**config.mk**
```make
export PLATFORM = sky130hd
export DESIGN_NAME = seg7_scan_driver_flat
export DESIGN_NICKNAME = d
export VERILOG_FILES = /design/src/rtl/seg7_scan_driver_if.sv /design/src/rtl/seg7_scan_driver.sv /design/src/flat_wrapper.sv
export SDC_FILE = /design/constraint.sdc
export NUM_CORES = 1
export LEC_CHECK = 0
export BUFFER_PORTS_ARGS = -buffer_cell sky130_fd_sc_hd__buf_2
export CAP_MARGIN = 20
export CORE_MARGIN = 2
export CORE_UTILIZATION = 60
export DETAILED_ROUTE_END_ITERATION = 6
export GPL_ROUTABILITY_DRIVEN = 0
export HOLD_SLACK_MARGIN = 0.03
export PLACE_DENSITY = 0.85
export SLEW_MARGIN = 40
export SYNTH_ARGS = -nofsm -noshare
export SYNTH_HDL_FRONTEND = slang
export SYNTH_SLANG_ARGS = --single-unit
```
**constraint.sdc**
```tcl
create_clock -name clk -period 3.65 [get_ports clk]
set_input_delay 0.365 -clock clk [delete_from_list [all_inputs] [get_ports clk]]
set_output_delay 0.365 -clock clk [all_outputs]
set_load 0.1 [all_outputs]
```
**src/rtl/seg7_scan_driver_if.sv**
```systemverilog
// Bundles the digit request inputs and the multiplexed display outputs of
// seg7_scan_driver. The driver connects through the slave modport, and the
// datapath/bench side connects through the master modport.
interface seg7_scan_driver_if;
    logic        en;          // scan enable; low blanks and restarts the frame
    logic [15:0] digits_in;   // [3:0]=digit0 (rightmost) .. [15:12]=digit3
    logic [3:0]  dp_in;       // decimal point request per digit, 1=on
    logic [3:0]  blank_in;    // per-digit blank, 1=dark
    logic [6:0]  seg_out;     // {g,f,e,d,c,b,a}, active-low
    logic        dp_out;      // decimal point, active-low
    logic [3:0]  an_out;      // anode enables, active-low
    logic [1:0]  digit_idx;   // digit currently addressed
    logic        frame_done;  // pulse on the first lit cycle of each frame

    modport master (
        output en, digits_in, dp_in, blank_in,
        input  seg_out, dp_out, an_out, digit_idx, frame_done
    );

    modport slave (
        input  en, digits_in, dp_in, blank_in,
        output seg_out, dp_out, an_out, digit_idx, frame_done
    );
endinterface

```
**src/rtl/seg7_scan_driver.sv**
```systemverilog
// Four-digit common-anode 7-segment scan driver.
// The driver snapshots the digit codes once per frame. It lights each digit
// for CLK_DIV cycles and inserts one dark GAP cycle between digits to stop
// ghosting.
// Optional macro SEG7_LEADING_ZERO_BLANK_EN blanks leading zeros at each
// snapshot. A digit with its decimal point set stops the suppression, and
// digit0 is never blanked this way.
module seg7_scan_driver #(
    parameter int CLK_DIV = 50000
) (
    input logic            clk,
    input logic            rst_n,
    seg7_scan_driver_if.slave bus
);

    localparam int CNT_W = $clog2(CLK_DIV);
    localparam logic [CNT_W-1:0] CNT_LAST = CNT_W'(CLK_DIV - 1);

    localparam logic [1:0] ST_LOAD = 2'd0;
    localparam logic [1:0] ST_SHOW = 2'd1;
    localparam logic [1:0] ST_GAP  = 2'd2;

    logic [1:0]       state;
    logic [1:0]       idx;
    logic [CNT_W-1:0] cnt;
    logic [15:0]      digits_q;
    logic [3:0]       dp_q;
    logic [3:0]       blank_q;
    logic             frame_done_q;
    logic [3:0]       cap_blank;

    // Active-high segment pattern for one digit code; codes 10..15 show a dash.
    function automatic logic [6:0] decode(input logic [3:0] code);
        case (code)
            4'd0:    decode = 7'h3F;
            4'd1:    decode = 7'h06;
            4'd2:    decode = 7'h5B;
            4'd3:    decode = 7'h4F;
            4'd4:    decode = 7'h66;
            4'd5:    decode = 7'h6D;
            4'd6:    decode = 7'h7D;
            4'd7:    decode = 7'h07;
            4'd8:    decode = 7'h7F;
            4'd9:    decode = 7'h6F;
            default: decode = 7'h40;
        endcase
    endfunction

    // Blank mask captured at each snapshot point (blank_in plus optional leading-zero suppression).
    always_comb begin
        // NOTE: assign every always_comb output a default first so no path infers a latch.
        cap_blank = bus.blank_in;
`ifdef SEG7_LEADING_ZERO_BLANK_EN
        begin : lz_scan
            logic suppress;
            suppress = 1'b1;
            for (int i = 3; i >= 1; i--) begin
                if (suppress && (bus.digits_in[4*i +: 4] == 4'd0) && !bus.dp_in[i]) begin
                    cap_blank[i] = 1'b1;
                end else begin
                    suppress = 1'b0;
                end
            end
        end
`endif
    end

    // Scan FSM: LOAD snapshots once, then SHOW/GAP alternate for each digit and resnapshot after digit3.
    always_ff @(posedge clk) begin
        if (!rst_n) begin
            // NOTE: use non-blocking assignments for all registered state so every
            // update sees pre-edge values. The snapshot registers are also reset,
            // even though LOAD overwrites them before use, which keeps idle state deterministic.
            state        <= ST_LOAD;
            idx          <= 2'd0;
            cnt          <= '0;
            digits_q     <= 16'h0000;
            dp_q         <= 4'h0;
            blank_q      <= 4'h0;
            frame_done_q <= 1'b0;
        end else if (!bus.en) begin
            state        <= ST_LOAD;
            idx          <= 2'd0;
            cnt          <= '0;
            frame_done_q <= 1'b0;
        end else begin
            case (state)
                ST_LOAD: begin
                    digits_q     <= bus.digits_in;
                    dp_q         <= bus.dp_in;
                    blank_q      <= cap_blank;
                    idx          <= 2'd0;
                    cnt          <= '0;
                    frame_done_q <= 1'b1;
                    state        <= ST_SHOW;
                end
                ST_SHOW: begin
                    frame_done_q <= 1'b0;
                    if (cnt == CNT_LAST) begin
                        cnt   <= '0;
                        state <= ST_GAP;
                    end else begin
                        cnt <= cnt + CNT_W'(1);
                    end
                end
                ST_GAP: begin
                    if (idx == 2'd3) begin
                        digits_q     <= bus.digits_in;
                        dp_q         <= bus.dp_in;
                        blank_q      <= cap_blank;
                        idx          <= 2'd0;
                        frame_done_q <= 1'b1;
                    end else begin
                        idx <= idx + 2'd1;
                    end
                    state <= ST_SHOW;
                end
                default: begin
                    state        <= ST_LOAD;
                    idx          <= 2'd0;
                    cnt          <= '0;
                    frame_done_q <= 1'b0;
                end
            endcase
        end
    end

    // Display outputs: dark unless enabled, out of reset and in SHOW; the blanked digit keeps its anode.
    always_comb begin
        logic       lit;
        logic [3:0] code;
        lit           = rst_n && bus.en && (state == ST_SHOW);
        code          = digits_q[{idx, 2'b00} +: 4];
        bus.an_out    = 4'hF;
        bus.seg_out   = 7'h7F;
        bus.dp_out    = 1'b1;
        if (lit) begin
            bus.an_out = ~(4'b0001 << idx);
            if (!blank_q[idx]) begin
                bus.seg_out = ~decode(code);
                bus.dp_out  = ~dp_q[idx];
            end
        end
        bus.digit_idx  = idx;
        bus.frame_done = frame_done_q;
    end

endmodule

```
**src/flat_wrapper.sv**
```systemverilog
// flat-port wrapper written by rule: the top's interface ports become plain ports
module seg7_scan_driver_flat 
#(
    parameter int CLK_DIV = 50000
)
  (clk, rst_n, bus_en, bus_digits_in, bus_dp_in, bus_blank_in, bus_seg_out, bus_dp_out, bus_an_out, bus_digit_idx, bus_frame_done);
  seg7_scan_driver_if bus_i ();
  input logic clk;
  input logic rst_n;
  input wire logic [$bits(bus_i.en)-1:0] bus_en;
  input wire logic [$bits(bus_i.digits_in)-1:0] bus_digits_in;
  input wire logic [$bits(bus_i.dp_in)-1:0] bus_dp_in;
  input wire logic [$bits(bus_i.blank_in)-1:0] bus_blank_in;
  output wire logic [$bits(bus_i.seg_out)-1:0] bus_seg_out;
  output wire logic [$bits(bus_i.dp_out)-1:0] bus_dp_out;
  output wire logic [$bits(bus_i.an_out)-1:0] bus_an_out;
  output wire logic [$bits(bus_i.digit_idx)-1:0] bus_digit_idx;
  output wire logic [$bits(bus_i.frame_done)-1:0] bus_frame_done;
  assign bus_i.en = bus_en;
  assign bus_i.digits_in = bus_digits_in;
  assign bus_i.dp_in = bus_dp_in;
  assign bus_i.blank_in = bus_blank_in;
  assign bus_seg_out = bus_i.seg_out;
  assign bus_dp_out = bus_i.dp_out;
  assign bus_an_out = bus_i.an_out;
  assign bus_digit_idx = bus_i.digit_idx;
  assign bus_frame_done = bus_i.frame_done;
  seg7_scan_driver #(.CLK_DIV(CLK_DIV)) u_core (.clk(clk), .rst_n(rst_n), .bus(bus_i));
endmodule
```
==> results of run 1 <==
## state kept, by name (all words and copies together) (netlist names)
| name | count |
|---|---|
| u_core.state | 2 |
| u_core.blank_q | 4 |
| u_core.dp_q | 4 |
| u_core.bus.frame_done | 1 |
| u_core.digits_q | 16 |
| u_core.cnt | 16 |
| u_core.bus.digit_idx | 2 |
## cell type report
class                      instances  area [um2]  area share [%]
multi-input combinational        211        1430            51.7
inverter                          10        37.5            1.36
timing repair buffer              45         235            8.50
clock buffer                       7        96.3            3.48
sequential                        45         901            32.5
clock inverter                     1        5.00           0.181
tap                               50        62.6            2.26
## worst register-to-register path, delay by kind of cell (launching register included)
| kind | cells | cell delay [ps] |
|---|---|---|
| simple gates | 3 | 950 |
| flops | 1 | 600 |
| fa+ha+maj | 1 | 310 |
| compound gates | 1 | 100 |
## stage by stage
step / util (%) / hold WS, ps / std cells / setup TNS, ps
after floorplan: - / 432 / 283 / -324
after global placement: 67.2 / 441 / 361 / 0
after detailed placement: 67.2 / 448 / 361 / 0
after CTS: 69.7 / 303 / 369 / 0
after global routing: 69.7 / 305 / 369 / 0
final: 69.7 / 308 / 369 / 0
## per-layer routing
metal  vias to the layer above  track usage [%]
li1                       1083                -
met1                      1030             33.4
met2                        63             41.9
met3                         7             5.26
met4                         0             8.75
met5                         -                0
## cells in the final DEF (no fill, tap or decap), types with 2 or more instances in the layout
cell type   n
a211oi_1    2
a21boi_0   20
a21boi_1    4
a21oi_1     5
a22o_1      3
a31oi_1    13
and2_1      3
and4_1      4
and4_4      2
buf_2      41
buf_4       4
clkbuf_8    7
dfxtp_1    45
ha_1       10
inv_1      10
mux2i_1     3
mux4_2      6
nand2_1    65
nand3_1     5
nand4_1     7
nor2_1     13
nor2b_1     4
nor3b_1     2
o21ai_0     4
o21ai_2     5
o311a_1     2
or3_1       3
or4_1       2
## worst max path at each step
stage / from / to / slack [ps] / cells after the start
5_1_grt: u_core.bus.digit_idx[0]$_SDFFE_PP0P_ / bus_seg_out[2] / 590 / 8
3_5_place_dp: u_core.bus.digit_idx[0]$_SDFFE_PP0P_ / bus_seg_out[2] / 1050 / 8
3_3_place_gp: u_core.bus.digit_idx[0]$_SDFFE_PP0P_ / bus_seg_out[2] / 1120 / 8
2_1_floorplan: u_core.bus.digit_idx[0]$_SDFFE_PP0P_ / bus_seg_out[3] / -320 / 7
6_report: u_core.bus.digit_idx[0]$_SDFFE_PP0P_ / bus_seg_out[2] / 740 / 8
4_1_cts: u_core.bus.digit_idx[0]$_SDFFE_PP0P_ / bus_seg_out[2] / 720 / 8
## kinds of logic after synthesis
| group | after synthesis | synth area share, % |
|---|---|---|
| adders and majority gates | 10 | 5.12 |
| AOI/OAI and AO/OA | 65 | 18.4 |
| xor gates and xnor gates | 2 | 0.717 |
| buffers and inverters | 27 | 5.37 |
| DFF | 45 | 36.8 |
| and+or+nand+nor | 125 | 26.8 |
| muxes | 9 | 6.76 |
## power by group through the flow
| stage | clock network, mW | logic [mW] | registers [mW] |
|---|---|---|---|
| after CTS | 0.345 | 0.113 | 0.518 |
| after detailed placement | 0 | 0.112 | 0.529 |
| after global placement | 0 | 0.109 | 0.529 |
| after global routing | 0.365 | 0.124 | 0.520 |
| after floorplan | 0 | 0.0794 | 0.531 |
| final | 0.337 | 0.112 | 0.518 |
==> impl_results.md, run 1 <==
* Run status: completed
* Worst Path Max Fanout at 12
* Non-Filler Cell Area, Final at 2770 um2
* Number of flops mapped to enable cells by yosys at 0
* Clock Skews at just over 6 ps
* HPWL after detailed placement at between 3 and 4 mm
* Post-layout power at 0.967 mW
* Family with the most delay on the worst path: buffers and inverters
* Vertical die dimension at 67.8 um
* Shortest period the worst path allows at 2910 ps
* Number of max-cap violations at 0
* Power density over cell area at about 350 nW/um2
* Average detailed-routed wire length per instance at 14.3 um
* Initial antenna violation count at 0
* Highest Signal Layer: met4
* Wire length of the first global-routing pass at 8.95 mm
* Number of buffers added by the clock tree synthesis step at 5
* Area contributors post-synth: dfxtp_1 (37%), nand2_1 (10%), a21boi_0 (6.1%), mux4_2 (5.5%), ha_1 (5.1%)
* Arr. time, crit path at 2540 ps
* Synth cell types at 52
* Number of I/O port buffers at 41
* Worst-case hold path end point: u_core.digits_q[10]$_SDFFE_PN0P_
* Clock transition time at the flip-flop clock pins of the worst setup and hold paths at 80 ps
* Clock network power share at 34.8%
* Internal power at just over 0.7 mW
* Worst hold path class: in2reg
* Filler cells at 321
* Leading post-synthesis cells by instance count: nand2_1 (65), dfxtp_1 (45), a21boi_0 (20)
* Met1 Routed Length at about 2.5 mm
* Number of buffers and inverters on the critical path at 4
* Placeable Area at between 3000 and 4000 um2
* Num ports at 42
* Per-cell via count in the routed design at 5.92
* Worst path setup slack after routing at 742 ps
* Sequential area share after synthesis at 36.8%
* Layout overhead on the synthesized area at 13.3%
* Post-placement cell area at 2670 um2
* Synth Instances at 283
* Critical path launch point type: register
* Yosys warnings at 0
* Nets at 355
* Relative slew slack at 56.6%
* Number of setup buffers added after CTS at 0
* Number of routed nets with antenna violations at 0
* Post-route clock period utilization at 79.7%
* Synth area leader: dfxtp_1
* Switching power summed over all nets at 0.247 mW
* Worst reg-to-reg setup slack at roughly 1600 ps
* Remaining DRCs at 0
* Die area at 4600 um2
* # setup viols final at 0
* Final antenna diode count at 0
* Cell area after technology mapping at 2440 um2
* Setup crit end kind: output pin
* Longest Clk Path Bufs at 2
* Hold Path Depth at 3
* Effective utilization at floorplan at 61.6%
* Remaining Overflow, GRT at 0
* Critical R2R Capture: u_core.digits_q[1]$_SDFFE_PN0P_
* Pin count of the biggest net entering global routing at 28
* CTS H-tree depth at 2
* Cell with the most instances after synthesis: nand2_1
* Met2 wire length at 2.47 mm
* Setup slack after placement at 1050 ps
* VDD IR-drop max at 253 uV
* TritonRoute pass-1 iters at 4
* Root cell of the clock tree: clkbuf_8
* CTS Hold Buffers Added at 0
* Switching Share at 25.5%
* Post-Syn Area per Cell at between 8 and 9 um2
* Final hold viol count at 0
* Vias at 2,183
* Timing-limited maximum frequency at ~0.34 GHz
* Flip-flop and latch count after synthesis at 45
* Hold wc startpoint: bus_digits_in[10]
* Total Routed Length at 5.29 mm
* TritonCTS clock tree: yes
* Critical path class: reg2out
* Leak Pwr at 1.03 nW
* Async set-or-reset flop fraction in the synthesized netlist at 0%
* Worst-Skew Late Latency at 300 ps
* Wire length on met3 at 270 um
* Slowest CP cell: mux4_2
* Count of pins over their slew limit at 0
* Width of the die at around 68 um
* Pin slew with the least headroom to its limit at 650 ps
* Share of total power in sequential cells at a little over half
* Portion of synthesized cell area occupied by the leading cell type at 36.8%
* R2r worst-path depth at 5
* Source of the worst register-to-register timing path: u_core.bus.digit_idx[1]$_SDFFE_PP0P_
* Number of placement rows at 23
* Share of post-route cells with drive strength above 1 at 22.9%
* Cell breakdown of the critical path: buf_4 -> mux4_2 -> inv_1 -> ha_1 -> inv_1 -> or2_2 -> o21ai_2 -> buf_2
* Cells resized by post-CTS repair at 0
* Vias in the first global route at about 2.0k
* Most repeated library cell on the critical path: inv_1
* Delay contributed by the slowest stage of the critical path at 570 ps
* Dominant register cell in the synthesized netlist: dfxtp_1
* Clock sink total at 45
* Combinational fraction of design power at between 10% and 20%
* RSZ-0062 raised after global routing: false
* Synthesized netlist net count at 320
* Total track usage at 25.5%
* Required arrival time at the worst endpoint at 3280 ps
* First-iteration detailed-routing DRC count at 142
No activity file was read; power rests on OpenSTA's default activity.
==> inputs of run 2 (changes only) <==
- CORE_UTILIZATION: 60 -> 56
- PLACE_DENSITY: 0.85 -> 0.8
- clock period: 3.65 -> 2.97 ns (I/O delays scaled with it)
==> impl_results.md, run 2 (synthesis gave the netlist of run 1 again) <==
* Run status: completed
* Pin count of the biggest net entering global routing at 28
* Source of the worst register-to-register timing path: u_core.bus.digit_idx[0]$_SDFFE_PP0P_
* Remaining Overflow, GRT at 0
* Leak Pwr at 1.05 nW
* Post-layout power at 1.25 mW
* Placed Cells at 363
* CTS Hold Buffers Added at 0
* Number of buffers added by the clock tree synthesis step at 5
* Post-placement cell area at roughly 2700 um2
* Average detailed-routed wire length per instance at 13.8 um
* Worst path setup slack after routing at 181 ps
* Per-cell via count in the routed design at slightly below 6
* Number of placement rows at 24
* Slowest CP cell: mux4_2
* Share of total power in sequential cells at roughly half
* Internal power at 0.951 mW
* Switching Share at between 20% and 30%
* HPWL after detailed placement at 3.68 mm
* Required arrival time at the worst endpoint at 2670 ps
* Width of the die at 70.1 um
* Hold wc startpoint: bus_dp_in[0]
* Final hold viol count at 0
* Setup crit end kind: output pin
* # setup viols final at 0
* Cell breakdown of the critical path: mux4_2 -> inv_1 -> ha_1 -> inv_1 -> or2_2 -> o21ai_4 -> clkbuf_4
* Relative slew slack at 60.9%
* Number of I/O port buffers at a little over 40
* Pin slew with the least headroom to its limit at 586 ps
* Power density over cell area at 443 nW/um2
* Switching power summed over all nets at 0.300 mW
* VDD IR-drop max at 369 uV
* Final non-filler cell total at 371
* Die area at 4910 um2
* Vertical die dimension at 70.1 um
* Share of post-route cells with drive strength above 1 at a little under a quarter
* Total Routed Length at 5.10 mm
* Num ports at 42
* Combinational fraction of design power at 11.3%
* Placeable Area at between 4000 and 5000 um2
* TritonRoute pass-1 iters at 4
* CTS H-tree depth at 2
* Leading cell type in the layout, fill and taps excluded: nand2_1
* Critical path class: reg2out
* Vias in the first global route at 1,999
* Total track usage at 22.1%
* TritonCTS clock tree: yes
* Root cell of the clock tree: clkbuf_8
* Sum of negative setup slack at 0 ps
* Wire length of the first global-routing pass at 8.85 mm
* Vias at 2,142
* Post-route clock period utilization at 93.9%
* Clock network power share at 37.8%
* Remaining DRCs at 0
* Worst Path Max Fanout at 12
* Setup slack after placement at ~390 ps
* Number of max-cap violations at 0
* Count of pins over their slew limit at 0
* Clock transition time at the flip-flop clock pins of the worst setup and hold paths at 80 ps
* Nets at 355
* Layout overhead on the synthesized area at 15.4%
* Clock sink total at 45
* RSZ-0062 raised after global routing: false
* Critical path launch point type: register
* Most repeated library cell on the critical path: inv_1
* Clock Skews at roughly 5.7 ps
* Final antenna diode count at 0
* Shortest period the worst path allows at 2790 ps
* Worst-Skew Late Latency at 290 ps
* Critical Path Source: u_core.bus.digit_idx[0]$_SDFFE_PP0P_
* Timing-limited maximum frequency at 0.359 GHz
* Number of routed nets with antenna violations at 0
* Registers with the most flip-flops: u_core.cnt (16), u_core.digits_q (16)
* Effective utilization at floorplan at approximately 57%
* Longest Clk Path Bufs at 2
* Leading cell types in the layout, fill and taps excluded: nand2_1 (65), dfxtp_1 (43), buf_2 (39), a21boi_0 (20)
* Worst hold path class: in2reg
* Delay contributed by the slowest stage of the critical path at around 600 ps
* Initial antenna violation count at 0
* First-iteration detailed-routing DRC count at 84
* Arr. time, crit path at between 2000 and 2500 ps
* Non-Filler Cell Area, Final at 2820 um2
[run 2: final timing paths]
kind	endpoint	slack (ps)	depth (start not counted)
worst max-delay path	bus_seg_out[2]	180	7
worst min-delay path	u_core.dp_q[0]$_SDFFE_PN0P_	240	3
worst max register to register	u_core.digits_q[0]$_SDFFE_PN0P_	1060	5
worst min register to register	u_core.digits_q[7]$_SDFFE_PN0P_	460	2
[run 2: layout make-up]
cell class,count,area (um2)
multi-input combinational,211,1460
tap,52,65.1
clock inverter,1,30.0
timing repair buffer,45,240
fill,369,1440
inverter,10,37.5
clock buffer,7,86.3
sequential,45,903
[run 2: metrics by stage]
step,util [%],hold slack [ps]
6_report,66.1,240
5_1_grt,66.1,240
4_1_cts,66.0,240
3_5_place_dp,63.3,448
3_3_place_gp,63.3,443
2_1_floorplan,-,432
[run 2: repair_timing]
item / 4_1_cts / 5_1_grt
gates resized for setup: 0 / 2
endpoints found under the setup margin: 0 / 2
buffers inserted: 0 / 0
[run 2: power by group through the flow]
stage / Sequential, mW / Clock (mW) / Combinational (mW)
finish: 0.636 / 0.472 / 0.142
detailed placement: 0.650 / 0 / 0.142
floorplan: 0.652 / 0 / 0.101
global route: 0.639 / 0.501 / 0.157
CTS: 0.636 / 0.478 / 0.142
global placement: 0.650 / 0 / 0.138
[run 2: critical path: cells and delay by family (launching register included)]
kind / cells / cell delay, ps
fa+ha+maj: 1 / 140
compound gates: 1 / 110
buf+inv: 3 / 490
flops: 1 / 540
simple gates: 1 / 310
mux: 1 / 600
[run 2: routing by layer]
layer,wire length [um],part of all wire [%],global-route usage [%]
met4,59,1.2,6.41
met5,0,0,0
met2,2250,44,34.8
met1,2520,49,30.6
met3,270,5.3,4.76
==> inputs of run 3 (changes only) <==
- CTS_BUF_LIST: default -> sky130_fd_sc_hd__clkbuf_16
==> impl_results.md, run 3 (synthesis gave the netlist of run 1 again) <==
* Register cell area after layout at 903 um2
* Total track usage at 22.6%
* Timing-limited maximum frequency at 0.360 GHz
* Vias at around 2.2k
* Width of the die at 70.1 um
* Critical path launch point type: register
* Root cell of the clock tree: clkbuf_16
* RSZ-0062 raised after global routing: false
* Relative slew slack at 60.4%
* Filler cells at approximately 350
* Leading cell types in the layout, fill and taps excluded: nand2_1 (65), dfxtp_1 (43), buf_2 (39), a21boi_0 (20)
* Cell breakdown of the critical path: mux4_2 -> inv_1 -> ha_1 -> inv_1 -> or2_2 -> o21ai_4 -> clkbuf_4
* Delay contributed by the slowest stage of the critical path at 600 ps
* Clock Skews at 6.11 ps
* Final antenna diode count at 0
* Share of total power in sequential cells at 45.9%
* Post-layout power at 1.39 mW
* CTS H-tree depth at 2
* Setup crit end kind: output pin
* Run status: completed
* Die area at 4910 um2
* Count of pins over their slew limit at 0
* Number of buffers added by the clock tree synthesis step at 5
* First-iteration detailed-routing DRC count at 115
* Average detailed-routed wire length per instance at 14.0 um
* Cells resized by post-CTS repair at 0
* Switching Share at 23.0%
* Layout overhead on the synthesized area at 17.2%
* Total Routed Length at 5.19 mm
* Non-Filler Cell Area, Final at between 2000 and 3000 um2
* Internal power at 1.07 mW
* Worst hold path class: in2reg
* Switching power summed over all nets at 0.319 mW
* Combinational fraction of design power at 10.3%
* Clock transition time at the flip-flop clock pins of the worst setup and hold paths at 60 ps
* Vias in the first global route at 2,008
* Share of post-route cells with drive strength above 1 at 23.2%
* Final hold viol count at 0
* Slowest CP cell: mux4_2
* Wire length of the first global-routing pass at 9.00 mm
* Most repeated library cell on the critical path: inv_1
* Hold_ws at approximately 250 ps
* Clock sink total at 45
* Number of setup buffers added after CTS at 0
* TritonRoute pass-1 iters at 4
* Sum of negative setup slack at 0 ps
* Remaining DRCs at 0
* Post-route clock period utilization at approximately 93%
* CTS Hold Buffers Added at 0
* Placed Cells at 363
* Critical path class: reg2out
* Vertical die dimension at about 70 um
* # setup viols final at 0
* Clock network power share at 43.8%
* Leak Pwr at 1.07 nW
* Number of placement rows at 24
* Required arrival time at the worst endpoint at 2670 ps
* Family with the most delay on the worst path: multiplexers
* Multi-input combinational cell area at 1460 um2
* Placeable Area at 4260 um2
* Remaining Overflow, GRT at 0
* Longest Clk Path Bufs at 2
* Per-cell via count in the routed design at 5.82
* Initial antenna violation count at 0
* Power density over cell area at 484 nW/um2
* HPWL after detailed placement at 3.68 mm
* Worst-Skew Late Latency at 280 ps
* Final non-filler cell total at ~370
* TritonCTS clock tree: yes
* Shortest period the worst path allows at approximately 2800 ps
* Number of I/O port buffers at 41
* Worst Path Max Fanout at 12
* Leading cell type in the layout, fill and taps excluded: nand2_1
* Pin count of the biggest net entering global routing at 28
* Number of buffers and inverters on the critical path at 3
* Effective utilization at floorplan at 57.3%
* VDD IR-drop max at 420 uV
* Post-placement cell area at 2700 um2
* Num ports at 42
* Number of max-cap violations at 0
* Arr. time, crit path at 2480 ps
* Pin slew with the least headroom to its limit at 592 ps
* Number of routed nets with antenna violations at 0
* Nets at 355
* Registers with the most flip-flops: u_core.cnt (16), u_core.digits_q (16)
==> run 3: cell types whose count changed in the layout (fill, tap and decap cells not counted), sizes merged <==
cell    change
inv         +1
clkinv      +1
clkbuf      -2
==> run 3: worst paths after layout <==
| kind | from | endpoint | depth (start not counted) | slack [ps] |
|---|---|---|---|---|
| hold reg to reg | u_core.digits_q[7]$_SDFFE_PN0P_ | u_core.digits_q[7]$_SDFFE_PN0P_ | 2 | 460 |
| setup / recovery | u_core.bus.digit_idx[0]$_SDFFE_PP0P_ | bus_seg_out[2] | 7 | 190 |
| setup reg to reg | u_core.bus.digit_idx[0]$_SDFFE_PP0P_ | u_core.digits_q[1]$_SDFFE_PN0P_ | 5 | 1040 |
| hold / removal | bus_dp_in[0] | u_core.dp_q[0]$_SDFFE_PN0P_ | 3 | 250 |
==> run 3: layout make-up <==
class	count	area share, %
tap	52	2.27
clock buffer	5	4.36
multi-input combinational	211	50.9
clock inverter	3	1.31
inverter	10	1.31
sequential	45	31.5
timing repair buffer	45	8.38
==> run 3: per-layer routing <==
layer | share of wire, % | track usage [%]
met3 | 6.7 | 4.76
met4 | 0.92 | 7.26
met5 | 0 | 0
met1 | 48 | 31.2
met2 | 45 | 35.6
==> run 3: worst register-to-register path, stage by stage (launching register included) <==
cell,delay (ps)
dfxtp_2,540
ha_1,250
nor2b_1,80
or3b_2,680
nand2_1,160
a21boi_0,100
==> run 3: per-stage QoR <==
step	utilization (%)	worst slack, ps
3_5_place_dp	63.3	389
2_1_floorplan	-	64.4
6_report	67.2	193
4_1_cts	67.1	83.1
5_1_grt	67.2	55.8
3_3_place_gp	63.3	445
==> run 3: power groups by stage <==
stage	clock network [mW]	logic [mW]	registers, mW
final	0.608	0.142	0.637
after global routing	0.638	0.157	0.639
after CTS	0.616	0.142	0.637
after detailed placement	0	0.142	0.650
after global placement	0	0.138	0.650
after floorplan	0	0.101	0.652
